<file path="src/rtl/button_event_if.sv">
// ----------------------------------------------------------------------------
// button_event_if
//   Signal bundle between the push-button controller and its user.
//
//   btn_raw       raw, asynchronous button inputs (1 = pressed)
//   enable        1 = event pulses allowed, 0 = pulses masked
//   btn_level     debounced level per button
//   press_pulse   1-cycle pulse on accepted press
//   release_pulse 1-cycle pulse on accepted release
//   long_pulse    1-cycle pulse when a hold reaches the long-press time
//   repeat_pulse  1-cycle pulse at every auto-repeat period after long_pulse
//   tick          timebase strobe (debug)
//
//   master: the side that owns the buttons and consumes events.
//   slave : the controller itself.
// ----------------------------------------------------------------------------
interface button_event_if #(
    parameter int N_BTN = 4
);
    logic [N_BTN-1:0] btn_raw;
    logic             enable;
    logic [N_BTN-1:0] btn_level;
    logic [N_BTN-1:0] press_pulse;
    logic [N_BTN-1:0] release_pulse;
    logic [N_BTN-1:0] long_pulse;
    logic [N_BTN-1:0] repeat_pulse;
    logic             tick;

    modport master (
        output btn_raw, enable,
        input  btn_level, press_pulse, release_pulse, long_pulse, repeat_pulse, tick
    );

    modport slave (
        input  btn_raw, enable,
        output btn_level, press_pulse, release_pulse, long_pulse, repeat_pulse, tick
    );
endinterface

</file>
<file path="src/rtl/button_event_ctrl.sv">
// ----------------------------------------------------------------------------
// button_event_ctrl
//   Synchronises and debounces N_BTN push-buttons against a shared tick
//   timebase and emits press / release / long-press / auto-repeat events.
//
//   clk    system clock, rising edge
//   reset  synchronous, active-high reset
//   bus    button_event_if.slave: btn_raw and enable in; btn_level, the four
//          pulse vectors and tick out. All outputs are registered.
// ----------------------------------------------------------------------------
module button_event_ctrl #(
    parameter int N_BTN        = 4,
    parameter int TICK_DIV     = 100000,
    parameter int DEB_TICKS    = 20,
    parameter int LONG_TICKS   = 1000,
    parameter int REPEAT_TICKS = 200
) (
    input  logic          clk,
    input  logic          reset,
    button_event_if.slave bus
);

    localparam int HOLD_MAX = (LONG_TICKS > REPEAT_TICKS) ? LONG_TICKS : REPEAT_TICKS;
    localparam int DIV_W    = (TICK_DIV  > 1) ? $clog2(TICK_DIV)  : 1;
    localparam int DEB_W    = (DEB_TICKS > 1) ? $clog2(DEB_TICKS) : 1;
    localparam int HOLD_W   = (HOLD_MAX  > 1) ? $clog2(HOLD_MAX)  : 1;

    localparam logic [DIV_W-1:0]  DIV_LAST  = DIV_W'(TICK_DIV - 1);
    localparam logic [DEB_W-1:0]  DEB_LAST  = DEB_W'(DEB_TICKS - 1);
    localparam logic [HOLD_W-1:0] LONG_LAST = HOLD_W'(LONG_TICKS - 1);
    localparam logic [HOLD_W-1:0] REP_LAST  = HOLD_W'(REPEAT_TICKS - 1);

    typedef enum logic [1:0] {
        IDLE,
        PRESS_WAIT,
        HELD,
        RELEASE_WAIT
    } state_e;

    logic [N_BTN-1:0]  sync_meta, sync_q;
    logic [DIV_W-1:0]  div_q;
    logic              tick_q;

    state_e            state_q [N_BTN];
    state_e            state_d [N_BTN];
    logic [DEB_W-1:0]  deb_q   [N_BTN];
    logic [DEB_W-1:0]  deb_d   [N_BTN];
    logic [HOLD_W-1:0] hold_q  [N_BTN];
    logic [HOLD_W-1:0] hold_d  [N_BTN];

    logic [N_BTN-1:0]  long_fired_q, long_fired_d;
    logic [N_BTN-1:0]  level_q, level_d;
    logic [N_BTN-1:0]  press_d, release_d, long_d, repeat_d;
    logic [N_BTN-1:0]  press_q, release_q, long_q, repeat_q;

    // Two-flop synchroniser and the shared timebase. The tick strobe is
    // registered, so the first one appears TICK_DIV cycles after reset.
    // NOTE: sequential state uses non-blocking (<=) so every flop samples
    // pre-edge values; blocking here would collapse the synchroniser chain.
    always_ff @(posedge clk) begin
        if (reset) begin
            sync_meta <= '0;
            sync_q    <= '0;
            div_q     <= '0;
            tick_q    <= 1'b0;
        end else begin
            sync_meta <= bus.btn_raw;
            sync_q    <= sync_meta;
            tick_q    <= (div_q == DIV_LAST);
            div_q     <= (div_q == DIV_LAST) ? '0 : div_q + DIV_W'(1);
        end
    end

    // Per-button state register. Pulses are masked by enable on their way
    // into the output flops, so a disabled window simply drops events while
    // the FSMs and btn_level keep tracking the buttons.
    always_ff @(posedge clk) begin
        if (reset) begin
            // NOTE: the per-button arrays are small register files, not RAM,
            // so each element is cleared explicitly in a loop.
            for (int i = 0; i < N_BTN; i++) begin
                state_q[i] <= IDLE;
                deb_q[i]   <= '0;
                hold_q[i]  <= '0;
            end
            long_fired_q <= '0;
            level_q      <= '0;
            press_q      <= '0;
            release_q    <= '0;
            long_q       <= '0;
            repeat_q     <= '0;
        end else begin
            for (int i = 0; i < N_BTN; i++) begin
                state_q[i] <= state_d[i];
                deb_q[i]   <= deb_d[i];
                hold_q[i]  <= hold_d[i];
            end
            long_fired_q <= long_fired_d;
            level_q      <= level_d;
            press_q      <= press_d   & {N_BTN{bus.enable}};
            release_q    <= release_d & {N_BTN{bus.enable}};
            long_q       <= long_d    & {N_BTN{bus.enable}};
            repeat_q     <= repeat_d  & {N_BTN{bus.enable}};
        end
    end

    always_comb begin
        // NOTE: every output of this block gets a default before any branch,
        // so no path leaves a value unassigned and no latch is inferred.
        long_fired_d = long_fired_q;
        level_d      = level_q;
        press_d      = '0;
        release_d    = '0;
        long_d       = '0;
        repeat_d     = '0;

        for (int i = 0; i < N_BTN; i++) begin
            state_d[i] = state_q[i];
            deb_d[i]   = deb_q[i];
            hold_d[i]  = hold_q[i];

            case (state_q[i])
                IDLE: begin
                    if (sync_q[i]) begin
                        state_d[i] = PRESS_WAIT;
                        deb_d[i]   = '0;
                    end
                end

                PRESS_WAIT: begin
                    if (!sync_q[i]) begin
                        state_d[i] = IDLE;
                    end else if (tick_q) begin
                        if (deb_q[i] == DEB_LAST) begin
                            state_d[i]      = HELD;
                            level_d[i]      = 1'b1;
                            press_d[i]      = 1'b1;
                            hold_d[i]       = '0;
                            long_fired_d[i] = 1'b0;
                        end else begin
                            deb_d[i] = deb_q[i] + DEB_W'(1);
                        end
                    end
                end

                HELD: begin
                    // hold_cnt is left untouched on the way out so that a
                    // bounce back from RELEASE_WAIT resumes the same hold.
                    if (!sync_q[i]) begin
                        state_d[i] = RELEASE_WAIT;
                        deb_d[i]   = '0;
                    end else if (tick_q) begin
                        if (!long_fired_q[i] && hold_q[i] == LONG_LAST) begin
                            long_d[i]       = 1'b1;
                            long_fired_d[i] = 1'b1;
                            hold_d[i]       = '0;
                        end else if (long_fired_q[i] && hold_q[i] == REP_LAST) begin
                            repeat_d[i] = 1'b1;
                            hold_d[i]   = '0;
                        end else begin
                            hold_d[i] = hold_q[i] + HOLD_W'(1);
                        end
                    end
                end

                RELEASE_WAIT: begin
                    if (sync_q[i]) begin
                        state_d[i] = HELD;
                    end else if (tick_q) begin
                        if (deb_q[i] == DEB_LAST) begin
                            state_d[i]      = IDLE;
                            level_d[i]      = 1'b0;
                            release_d[i]    = 1'b1;
                            long_fired_d[i] = 1'b0;
                        end else begin
                            deb_d[i] = deb_q[i] + DEB_W'(1);
                        end
                    end
                end

                default: state_d[i] = IDLE;
            endcase
        end
    end

    assign bus.btn_level     = level_q;
    assign bus.press_pulse   = press_q;
    assign bus.release_pulse = release_q;
    assign bus.long_pulse    = long_q;
    assign bus.repeat_pulse  = repeat_q;
    assign bus.tick          = tick_q;

endmodule

</file>
<file path="src/flat_wrapper.sv">
// flat-port wrapper written by rule: the top's interface ports become plain ports
module button_event_ctrl_flat 
#(
    parameter int N_BTN        = 4,
    parameter int TICK_DIV     = 100000,
    parameter int DEB_TICKS    = 20,
    parameter int LONG_TICKS   = 1000,
    parameter int REPEAT_TICKS = 200
)
  (clk, reset, bus_btn_raw, bus_enable, bus_btn_level, bus_press_pulse, bus_release_pulse, bus_long_pulse, bus_repeat_pulse, bus_tick);
  button_event_if #(.N_BTN(N_BTN)) bus_i ();
  input  logic clk;
  input  logic reset;
  input wire logic [$bits(bus_i.btn_raw)-1:0] bus_btn_raw;
  input wire logic [$bits(bus_i.enable)-1:0] bus_enable;
  output wire logic [$bits(bus_i.btn_level)-1:0] bus_btn_level;
  output wire logic [$bits(bus_i.press_pulse)-1:0] bus_press_pulse;
  output wire logic [$bits(bus_i.release_pulse)-1:0] bus_release_pulse;
  output wire logic [$bits(bus_i.long_pulse)-1:0] bus_long_pulse;
  output wire logic [$bits(bus_i.repeat_pulse)-1:0] bus_repeat_pulse;
  output wire logic [$bits(bus_i.tick)-1:0] bus_tick;
  assign bus_i.btn_raw = bus_btn_raw;
  assign bus_i.enable = bus_enable;
  assign bus_btn_level = bus_i.btn_level;
  assign bus_press_pulse = bus_i.press_pulse;
  assign bus_release_pulse = bus_i.release_pulse;
  assign bus_long_pulse = bus_i.long_pulse;
  assign bus_repeat_pulse = bus_i.repeat_pulse;
  assign bus_tick = bus_i.tick;
  button_event_ctrl #(.N_BTN(N_BTN), .TICK_DIV(TICK_DIV), .DEB_TICKS(DEB_TICKS), .LONG_TICKS(LONG_TICKS), .REPEAT_TICKS(REPEAT_TICKS)) u_core (.clk(clk), .reset(reset), .bus(bus_i));
endmodule
</file>
<file path="config.mk">
export PLATFORM = sky130hd
export DESIGN_NAME = button_event_ctrl_flat
export DESIGN_NICKNAME = d
export VERILOG_FILES = /design/src/rtl/button_event_if.sv /design/src/rtl/button_event_ctrl.sv /design/src/flat_wrapper.sv
export SDC_FILE = /design/constraint.sdc
export NUM_CORES = 1
export LEC_CHECK = 0
export CAP_MARGIN = 20
export CORE_MARGIN = 4
export CORE_UTILIZATION = 60
export DETAILED_ROUTE_END_ITERATION = 10
export PLACE_DENSITY = 0.9
export SYNTH_ARGS = -nofsm -noshare
export SYNTH_HDL_FRONTEND = slang
export SYNTH_SLANG_ARGS = --single-unit
</file>
<file path="constraint.sdc">
create_clock -name clk -period 2.45 [get_ports clk]
set_input_delay 0.245 -clock clk [delete_from_list [all_inputs] [get_ports clk]]
set_output_delay 0.245 -clock clk [all_outputs]
set_load 0.01 [all_outputs]
</file>
==> results of run 1 <==
==> worst min path at each step <==
stage	to	cells past startpoint
finish	u_core.deb_q[0][18]	5
global route	u_core.deb_q[0][12]	5
CTS	u_core.deb_q[0][18]	5
detailed placement	u_core.sync_q[2]	1
global placement	u_core.sync_q[1]	1
floorplan	u_core.sync_meta[0]	1
==> area by class of cell <==
type	instances	area share, %
repair buffers	35	4.743
clock inverters	11	2.499
well taps	129	2.353
flip-flops and latches	118	34.44
multi-input cells	518	48.12
inverters	21	1.149
clock buffers	21	6.695
==> worst min-delay path, delay by kind of cell <==
family                 cells  cell delay [ps]
buffers and inverters      3              310
and+or+nand+nor            2              160
==> flip-flops by register name, indices dropped and copies added, names as in the netlist, named ones only <==
name and flops:
u_core.sync_meta 4, u_core.long_fired_q 4, u_core.sync_q 4, u_core.bus.repeat_pulse 4, u_core.bus.tick 1, u_core.bus.press_pulse 4, u_core.bus.long_pulse 4, u_core.deb_q 20
u_core.state_q 4, u_core.bus.release_pulse 4, u_core.bus.btn_level 4, u_core.hold_q 40, u_core.div_q 17
==> cells by family (layout without fill, tap and decap cells) <==
| family | count (synthesis) | count (layout) |
|---|---|---|
| flops | 118 | 118 |
| buf+inv | 50 | 88 |
| simple gates | 323 | 323 |
| xor+xnor | 42 | 42 |
| mux | 9 | 9 |
| fa+ha+maj | 21 | 21 |
| compound gates | 123 | 123 |
==> stage by stage <==
step,cell area [um2],cells
final,6859,853
after global routing,6859,853
after CTS,6859,853
after detailed placement,6228,821
after global placement,6228,821
after floorplan,5903,686
==> cell usage after synthesis (all sizes together) (8+ instances only) <==
cell / count / share of area [%]
ha: 21 / 4.5
xor2: 15 / 2.2
and3: 16 / 1.7
nor3: 25 / 2.1
o21ai: 34 / 2.9
mux2i: 8 / 1.4
clkbuf: 22 / 2.1
a21oi: 44 / 3.7
nand4: 18 / 2.0
nor4: 11 / 1.2
or3: 19 / 2.0
dfxtp: 118 / 40
nor2b: 12 / 1.3
inv: 21 / 1.3
nand2b: 10 / 1.1
nor2: 74 / 4.7
nand2: 49 / 3.1
xnor2: 27 / 4.0
nand3: 32 / 2.7
==> per-layer routing <==
| metal | global-route usage (%) | wire length [um] | up-vias |
|---|---|---|---|
| li1 | - | - | 2531 |
| met1 | 28.15 | 5738 | 2542 |
| met3 | 6.803 | 761 | 36 |
| met5 | 0 | 0 | - |
| met2 | 44.19 | 7019 | 166 |
| met4 | 10.14 | 285 | 0 |
==> power groups by stage <==
stage	Sequential, mW	Combinational [mW]	Clock (mW)
after global routing	2.01	0.504	2.73
after detailed placement	2.04	0.437	0
after global placement	2.04	0.416	0
after CTS	2.00	0.447	2.65
after floorplan	2.03	0.375	0
final	2.01	0.452	2.63
==> results.sh, run 1 <==
export IMPL_overflow=0
export IMPL_critPathBufInv=2
export IMPL_utilization_pct=72.85
export IMPL_num_rows=35
export IMPL_maxCapViolCount=0
export IMPL_cp_required_ps=2870
export IMPL_io_buffers=27
export IMPL_tightest_slew_ps=599.6
export IMPL_syn_avg_cell_area_um2=8.605
export IMPL_fmax_mhz=475.9
export IMPL_cp_slowest_cell="a22oi_1"
export IMPL_final_common_cell="dfxtp_1"
export IMPL_grt_use_total_pct=24.94
export IMPL_cts_clk_slew_worst_paths_ps=60
export IMPL_antenna_found_initial=0
export IMPL_synthMuxAreaShare_pct=1.547
export IMPL_synth_edf_count=0
export IMPL_die_w_um=107.2
export IMPL_wl_per_cell_um=16.18
export IMPL_start_kind="register"
export IMPL_synth_simple_area_share_pct=30.56
export IMPL_pwr_share_comb_pct=8.9
export IMPL_die_y_um=107.2
export IMPL_wl_um=13800
export IMPL_grt_pass1_wl_um=23320
export IMPL_fin_tns_setup_ps=0
export IMPL_min_path_type="primary input to register"
export IMPL_crit_family="compound AO/OA/AOI/OAI gates"
export IMPL_post_cts_repair_setup_buffers=0
export IMPL_antenna_cells=0
export IMPL_clkPwrFrac_pct=51.7
export IMPL_setup_slack_ps=348.9
export IMPL_synth_cell_types=63
export IMPL_post_place_ws_ps=483.8
export IMPL_synth_top_family_by_area="simple AND/OR/NAND/NOR gates"
export IMPL_slowest_delay_ps=410
export IMPL_regArea_mm2=0.002362
export IMPL_synth_compound_area_share_pct=13.12
export IMPL_crit_arrival_ps=2520
export IMPL_die_area_mm2=0.01149
export IMPL_rsz0062_at_grt="no"
export IMPL_synth_xor_area_share_pct=6.231
export IMPL_timing_critical_path_to="u_core.deb_q[0][5]"
export IMPL_layout_common_cells="dfxtp_1, nor2_1, nand2_1, a21oi_1, nand3_1"
export IMPL_nNetsFinal=739
export IMPL_p_seq_share_pct=39.4
export IMPL_final_setup_skew_ps=5.339
export IMPL_path_class="register to register"
export IMPL_min_from="reset"
export IMPL_fin_crit_ps=2101
export IMPL_period_share_pct=85.76
export IMPL_clock_latency_ps=530
export IMPL_ant_nets=0
export IMPL_coreArea_mm2=0.009415
export IMPL_p_int_mw=3.863
export IMPL_total_power_mw=5.086
export IMPL_cts_root_buf="clkbuf_8"
export IMPL_via_per_inst=6.184
export IMPL_area_growth_pct=16.19
export IMPL_powerDensity_mw_per_mm2=741.5
export IMPL_hold_viol_final=0
export IMPL_seq_area_frac_synth_pct=40.02
export IMPL_reg2reg_from="u_core.state_q[0][2]"
export IMPL_synth_ff_type="dfxtp_1"
export IMPL_drt_first_pass_iters=5
export IMPL_switching_share_pct=24.04
export IMPL_synth_seq_cells=118
export IMPL_first_global_vias=5094
export IMPL_via_count=5275
export IMPL_path_depth=8
export IMPL_drc_errors=0
export IMPL_initial_core_util_pct=62.70
export IMPL_dpl_hpwl_um=8835
export IMPL_worst_r2r_cell_count=8
export IMPL_p_leak_nw=2.372
export IMPL_synthAdderAreaFrac_pct=4.451
export IMPL_ys_warn_count=0
export IMPL_timing_hold_ws_ps=236.3
export IMPL_fillers=663
export IMPL_synth_net_count=714
export IMPL_setup_violations_final=0
export IMPL_cts_hold_fix_buffers=0
export IMPL_clockBufferDepth=2
export IMPL_cts_tree="yes"
export IMPL_cp_startpoint="u_core.state_q[0][2]"
export IMPL_cts_made_buffers=17
export IMPL_critPathCaptureType="register"
export IMPL_first_iter_violations=490
export IMPL_cts_resized=0
export IMPL_drive_above_1_share_pct=7.735
export IMPL_synthArstFlopShare_pct=0
export IMPL_place_gp_congestion=0.8742
export IMPL_drv_slew=0
export IMPL_cts_sinks=118
export IMPL_syn_area_mm2=0.005903
export IMPL_io_pins=28
export IMPL_r2r_end="u_core.deb_q[0][5]"
export IMPL_slew_headroom_pct=59.88
export IMPL_vdd_drop_max_mv=0.6108
export IMPL_crit_chain="inv_1, ha_1, buf_4, xor2_1, a22oi_1, nand2_1, xnor2_1, nor2_1"
export IMPL_status="completed"
export IMPL_htree_levels=4
export IMPL_rrSetupSlack_ps=350
export IMPL_syn_inst=686
export IMPL_switching_power_mw=1.222
export IMPL_cp_max_fo=15
export IMPL_multiInputGateArea_mm2=0.003301
export IMPL_grt_max_degree=53
Power figures use the tool's default switching activity.
==> inputs of run 2 (changes only) <==
--- a/config.mk
+++ b/config.mk
@@ -6,8 +6,10 @@
 export NUM_CORES = 1
 export LEC_CHECK = 0
 export CAP_MARGIN = 20
-export CORE_MARGIN = 4
-export CORE_UTILIZATION = 60
+export CELL_PAD_IN_SITES_DETAIL_PLACEMENT = 1
+export CELL_PAD_IN_SITES_GLOBAL_PLACEMENT = 1
+export CORE_MARGIN = 2
+export CORE_UTILIZATION = 46
 export DETAILED_ROUTE_END_ITERATION = 10
 export PLACE_DENSITY = 0.9
 export SYNTH_ARGS = -nofsm -noshare
==> run 2 against run 1 <==
Effect of this change: via count down 0.25%; cell area up 0.51%; clock skew up 2.7 ps; die area up 20%; sequential share of layout area down 0.17 points; largest power group unchanged; critical endpoint is now u_core.deb_q[0][12].
==> results.sh, run 2 (synthesized netlist as in run 1, its figures left out) <==
export IMPL_status="completed"
export IMPL_first_iter_violations=306
export IMPL_fin_tns_setup_ps=0
export IMPL_drive_above_1_share_pct=7.459
export IMPL_post_cts_repair_setup_buffers=0
export IMPL_hold_viol_final=0
export IMPL_rsz0062_at_grt="no"
export IMPL_cp_max_fo=11
export IMPL_initial_core_util_pct=46.97
export IMPL_timing_hold_ws_ps=199.0
export IMPL_cp_required_ps=2760
export IMPL_overflow=0
export IMPL_slew_headroom_pct=59.38
export IMPL_nNetsFinal=739
export IMPL_grt_use_total_pct=24.75
export IMPL_die_y_um=117.3
export IMPL_antenna_cells=0
export IMPL_wl_per_cell_um=18.18
export IMPL_via_per_inst=5.873
export IMPL_holdPathStages=2
export IMPL_layout_common_cells="dfxtp_1, nor2_1, nand2_1, a21oi_1, nand3_1"
export IMPL_final_cells=896
export IMPL_cts_clk_slew_worst_paths_ps=50
export IMPL_wl_um=16290
export IMPL_fin_crit_ps=2197
export IMPL_dpl_hpwl_um=10730
export IMPL_first_global_vias=5452
export IMPL_tightest_slew_ps=607.1
export IMPL_area_growth_pct=16.79
export IMPL_drv_slew=0
export IMPL_period_share_pct=89.68
export IMPL_vdd_drop_max_mv=0.4870
export IMPL_setup_violations_final=0
export IMPL_min_from="reset"
export IMPL_total_power_mw=5.071
export IMPL_min_to="u_core.deb_q[0][15]"
export IMPL_fmax_mhz=455.1
export IMPL_cts_made_buffers=17
export IMPL_r2r_end="u_core.deb_q[0][12]"
export IMPL_final_setup_skew_ps=8.053
export IMPL_num_rows=41
export IMPL_htree_levels=4
export IMPL_antenna_found_initial=0
export IMPL_p_leak_nw=2.375
export IMPL_min_path_type="primary input to register"
export IMPL_crit_arrival_ps=2510
export IMPL_clock_latency_ps=420
export IMPL_cts_tree="yes"
export IMPL_cts_root_buf="clkbuf_16"
export IMPL_top_regs="u_core.hold_q: 40 flops, u_core.deb_q: 20 flops, u_core.div_q: 17 flops"
export IMPL_regMostFlops="u_core.hold_q"
export IMPL_powerDensity_mw_per_mm2=735.5
export IMPL_start_kind="register"
export IMPL_drt_first_pass_iters=5
export IMPL_clockBufferDepth=2
export IMPL_multiInputGateArea_mm2=0.003301
export IMPL_drc_errors=0
export IMPL_maxCapViolCount=0
export IMPL_dp_cells=864
export IMPL_critPathCaptureType="register"
export IMPL_path_class="register to register"
export IMPL_io_pins=28
export IMPL_slowest_delay_ps=470
export IMPL_rrSetupSlack_ps=250
export IMPL_reg2reg_from="u_core.state_q[0][4]"
export IMPL_die_w_um=117.3
export IMPL_die_area_mm2=0.01375
export IMPL_via_count=5262
export IMPL_coreArea_mm2=0.01257
export IMPL_cp_slowest_cell="a22oi_1"
export IMPL_place_gp_congestion=0.8057
export IMPL_cts_hold_fix_buffers=0
export IMPL_worst_r2r_cell_count=7
export IMPL_fillers=1474
export IMPL_largest_reg_flops=40
export IMPL_io_buffers=27
export IMPL_ant_nets=0
export IMPL_grt_max_degree=42
export IMPL_final_common_cell="dfxtp_1"
export IMPL_grt_pass1_wl_um=26510
export IMPL_crit_chain="inv_1, ha_1, xor2_1, a22oi_1, a21boi_0, xnor2_1, nor2_1"
export IMPL_regArea_mm2=0.002362
export IMPL_cts_sinks=118
export IMPL_cts_resized=0
run 2: area by class of cell:
cell class / count / area share (%)
clock buffers: 24 / 7.132
clock inverters: 8 / 1.742
inverters: 21 / 1.143
multi-input cells: 518 / 47.88
flip-flops and latches: 118 / 34.27
well taps: 172 / 3.122
repair buffers: 35 / 4.719
run 2: routing by layer:
metal / global-route usage, % / wire [um] / part of all wire (%) / up-vias
met4: 9.490 / 327 / 2.0 / 0
met1: 26.94 / 6594 / 40 / 2616
met5: 0 / 0 / 0 / -
li1: - / - / - / 2523
met2: 45.36 / 8726 / 54 / 99
met3: 7.003 / 640 / 3.9 / 24
run 2: report_power, final:
part / internal (mW) / switching [mW] / total (mW)
Combinational: 0.174 / 0.318 / 0.492
Clock: 1.70 / 0.869 / 2.57
Sequential: 1.96 / 0.0495 / 2.01
run 2: how the worst max path moves through the flow:
stage                          from                   end  slack (ps)  cells past startpoint
2_1_floorplan  u_core.state_q[0][6]  u_core.hold_q[0][38]         530                      8
3_3_place_gp   u_core.state_q[0][2]  u_core.hold_q[0][14]         480                      9
3_5_place_dp   u_core.state_q[0][2]  u_core.hold_q[0][11]         370                      8
4_1_cts        u_core.state_q[0][4]   u_core.deb_q[0][12]         270                      7
5_1_grt        u_core.state_q[0][4]   u_core.deb_q[0][12]          80                      7
6_report       u_core.state_q[0][4]   u_core.deb_q[0][12]         250                      7
run 2: through the flow:
step	area (um2)	setup WS, ps	util [%]
3_5_place_dp	6282	371.4	49.99
3_3_place_gp	6282	483.5	49.99
2_1_floorplan	5903	526.1	-
6_report	6894	252.9	54.85
5_1_grt	6894	80.56	54.85
4_1_cts	6894	270.3	54.85
run 2: worst max-delay path, delay by kind of cell, from the launching register on:
kind / cells / cell delay, ps
buffers and inverters: 1 / 130
AO/OA/AOI/OAI: 2 / 670
AND/OR/NAND/NOR: 1 / 60
flip-flops: 1 / 450
adder cells (fa/ha/maj): 1 / 370
XOR/XNOR: 2 / 410
==> inputs of run 3 (changes only) <==
--- a/config.mk
+++ b/config.mk
@@ -12,6 +12,7 @@
 export CORE_UTILIZATION = 46
 export DETAILED_ROUTE_END_ITERATION = 10
 export PLACE_DENSITY = 0.9
+export SETUP_SLACK_MARGIN = 0.4
 export SYNTH_ARGS = -nofsm -noshare
 export SYNTH_HDL_FRONTEND = slang
 export SYNTH_SLANG_ARGS = --single-unit
==> run 3 against run 2 <==
Effect of this change: critical path depth decreased by 1; register-to-register slack gained 160 ps; count of clock-buffer cells in the layout unchanged; global-route usage barely moved; largest cell class unchanged; cell area is 2.1% higher; largest power group unchanged; via count rose by 1.7%; routed wire length up 3.1%; critical path type unchanged; critical endpoint is now u_core.hold_q[0][19].
==> results.sh, run 3 (synthesized netlist as in run 1, its figures left out) <==
export IMPL_start_kind="register"
export IMPL_critPathBufInv=0
export IMPL_reg2reg_from="u_core.deb_q[0][5]"
export IMPL_finalInstanceArea_mm2=0.007038
export IMPL_clockBufferDepth=2
export IMPL_initial_core_util_pct=46.97
export IMPL_die_w_um=117.3
export IMPL_cts_root_buf="clkbuf_16"
export IMPL_via_per_inst=5.950
export IMPL_fin_tns_setup_ps=0
export IMPL_crit_chain="ha_1, nand4bb_1, a21oi_2, nand2_1, or4_1, a21oi_1"
export IMPL_antenna_found_initial=0
export IMPL_io_buffers=27
export IMPL_wl_met2_um=8932
export IMPL_rsz0062_at_grt="yes"
export IMPL_routed_wl_met3_um=687
export IMPL_final_cells=899
export IMPL_die_area_mm2=0.01375
export IMPL_cts_made_buffers=17
export IMPL_topRoutingLayerUsed="met4"
export IMPL_min_to="u_core.deb_q[0][16]"
export IMPL_holdPathStages=2
export IMPL_nNetsFinal=742
export IMPL_overflow=0
export IMPL_powerDensity_mw_per_mm2=731.8
export IMPL_coreArea_mm2=0.01257
export IMPL_layout_common_cells="dfxtp_1, nor2_1, nand2_1, a21oi_1, nand3_1"
export IMPL_cts_clk_slew_worst_paths_ps=50
export IMPL_vdd_drop_max_mv=0.4907
export IMPL_clock_latency_ps=420
export IMPL_wl_um=16790
export IMPL_maxCapViolCount=0
export IMPL_dpl_hpwl_um=10730
export IMPL_cp_slowest_cell="or4_1"
export IMPL_area_growth_pct=19.22
export IMPL_path_class="register to register"
export IMPL_drc_errors=0
export IMPL_first_iter_violations=327
export IMPL_place_area_mm2=0.006282
export IMPL_setup_slack_ps=416.2
export IMPL_drt_first_pass_iters=5
export IMPL_die_y_um=117.3
export IMPL_regMostFlops="u_core.hold_q"
export IMPL_place_gp_congestion=0.8057
export IMPL_drv_slew=0
export IMPL_crit_arrival_ps=2380
export IMPL_min_path_type="primary input to register"
export IMPL_slew_headroom_pct=63.14
export IMPL_cp_max_fo=7
export IMPL_crit_family="simple AND/OR/NAND/NOR gates"
export IMPL_min_from="reset"
export IMPL_wl_per_cell_um=18.68
export IMPL_hold_viol_final=0
export IMPL_worst_r2r_cell_count=6
export IMPL_final_setup_skew_ps=7.214
export IMPL_status="completed"
export IMPL_fillers=1458
export IMPL_period_share_pct=83.01
export IMPL_post_place_ws_ps=371.4
export IMPL_via_count=5349
export IMPL_io_pins=28
export IMPL_ant_nets=0
export IMPL_wl_met1_um=6787
export IMPL_grt_pass1_wl_um=26540
export IMPL_top_regs="u_core.hold_q: 40 flops, u_core.deb_q: 20 flops, u_core.div_q: 17 flops"
export IMPL_drive_above_1_share_pct=11.69
export IMPL_tightest_slew_ps=552.1
export IMPL_first_global_vias=5452
export IMPL_critPathCaptureType="register"
export IMPL_final_common_cell="dfxtp_1"
export IMPL_p_leak_nw=2.391
export IMPL_cts_tree="yes"
export IMPL_r2r_end="u_core.hold_q[0][19]"
export IMPL_htree_levels=4
export IMPL_rrSetupSlack_ps=420
export IMPL_antenna_cells=0
export IMPL_slowest_delay_ps=530
export IMPL_cts_sinks=118
export IMPL_dp_cells=864
export IMPL_cp_required_ps=2800
export IMPL_fin_crit_ps=2034
export IMPL_grt_max_degree=42
export IMPL_grt_use_total_pct=24.77
export IMPL_largest_reg_flops=40
export IMPL_setup_violations_final=0
export IMPL_num_rows=41
export IMPL_fmax_mhz=491.7
run 3: cell count changes in the layout (fill, tap and decap cells not counted), moves of 2 or more:
cell | before | now
buf_4 | 8 | 11
inv_2 | 1 | 4
a22oi_1 | 6 | 4
ha_1 | 21 | 11
dfxtp_1 | 118 | 113
nor2_1 | 73 | 71
inv_1 | 20 | 17
nor2_2 | 1 | 3
ha_4 | 0 | 4
a22oi_2 | 0 | 2
dfxtp_2 | 0 | 5
ha_2 | 0 | 6
run 3: cell type report:
class	instances	area, um2	share of cell area (%)
clock buffer	24	491.7	6.987
clock inverter	8	120.1	1.707
inverter	21	78.83	1.120
multi-input combinational	518	3416	48.53
sequential	118	2369	33.65
tap	172	215.2	3.058
timing repair buffer	38	347.8	4.942
run 3: per-layer routing:
metal / GRT usage [%] / up-vias
li1: - / 2534
met1: 27.03 / 2653
met2: 44.98 / 127
met3: 7.106 / 35
met4: 10.04 / 0
met5: 0 / -
run 3: where the power goes:
| part | switching, mW | internal, mW | leakage, nW | total [mW] |
|---|---|---|---|---|
| Sequential | 0.0640 | 1.96 | 0.956 | 2.03 |
| Clock | 0.873 | 1.70 | 0.296 | 2.57 |
| Combinational | 0.348 | 0.201 | 1.14 | 0.549 |
| Total | 1.29 | 3.87 | 2.39 | 5.15 |
run 3: worst max-delay path by stage:
| stage | endpoint | start | slack [ps] | cells after the start |
|---|---|---|---|---|
| 5_1_grt | u_core.hold_q[0][19] | u_core.deb_q[0][5] | 300 | 6 |
| 2_1_floorplan | u_core.hold_q[0][38] | u_core.state_q[0][6] | 530 | 8 |
| 6_report | u_core.hold_q[0][19] | u_core.deb_q[0][5] | 420 | 6 |
| 3_3_place_gp | u_core.hold_q[0][14] | u_core.state_q[0][2] | 480 | 9 |
| 4_1_cts | u_core.deb_q[0][12] | u_core.state_q[0][4] | 390 | 6 |
| 3_5_place_dp | u_core.hold_q[0][11] | u_core.state_q[0][2] | 370 | 8 |
run 3: through the flow:
| stage | power [mW] | hold slack [ps] | utilization [%] |
|---|---|---|---|
| detailed placement | 2.507 | 437.6 | 49.99 |
| finish | 5.150 | 219.0 | 56.00 |
| floorplan | 2.405 | 373.2 | - |
| global placement | 2.462 | 422.9 | 49.99 |
| CTS | 5.098 | 178.2 | 55.00 |
| global route | 5.305 | 221.4 | 56.00 |
run 3: repair_timing:
item | in CTS | in global routing
gates cloned | 0 | 0
hold endpoints to repair | 0 | 0
buffers inserted | 0 | 3
setup endpoints to repair | 18 | 39
resized for setup | 6 | 28
pin swaps | 0 | 4
hold buffers | 0 | 0
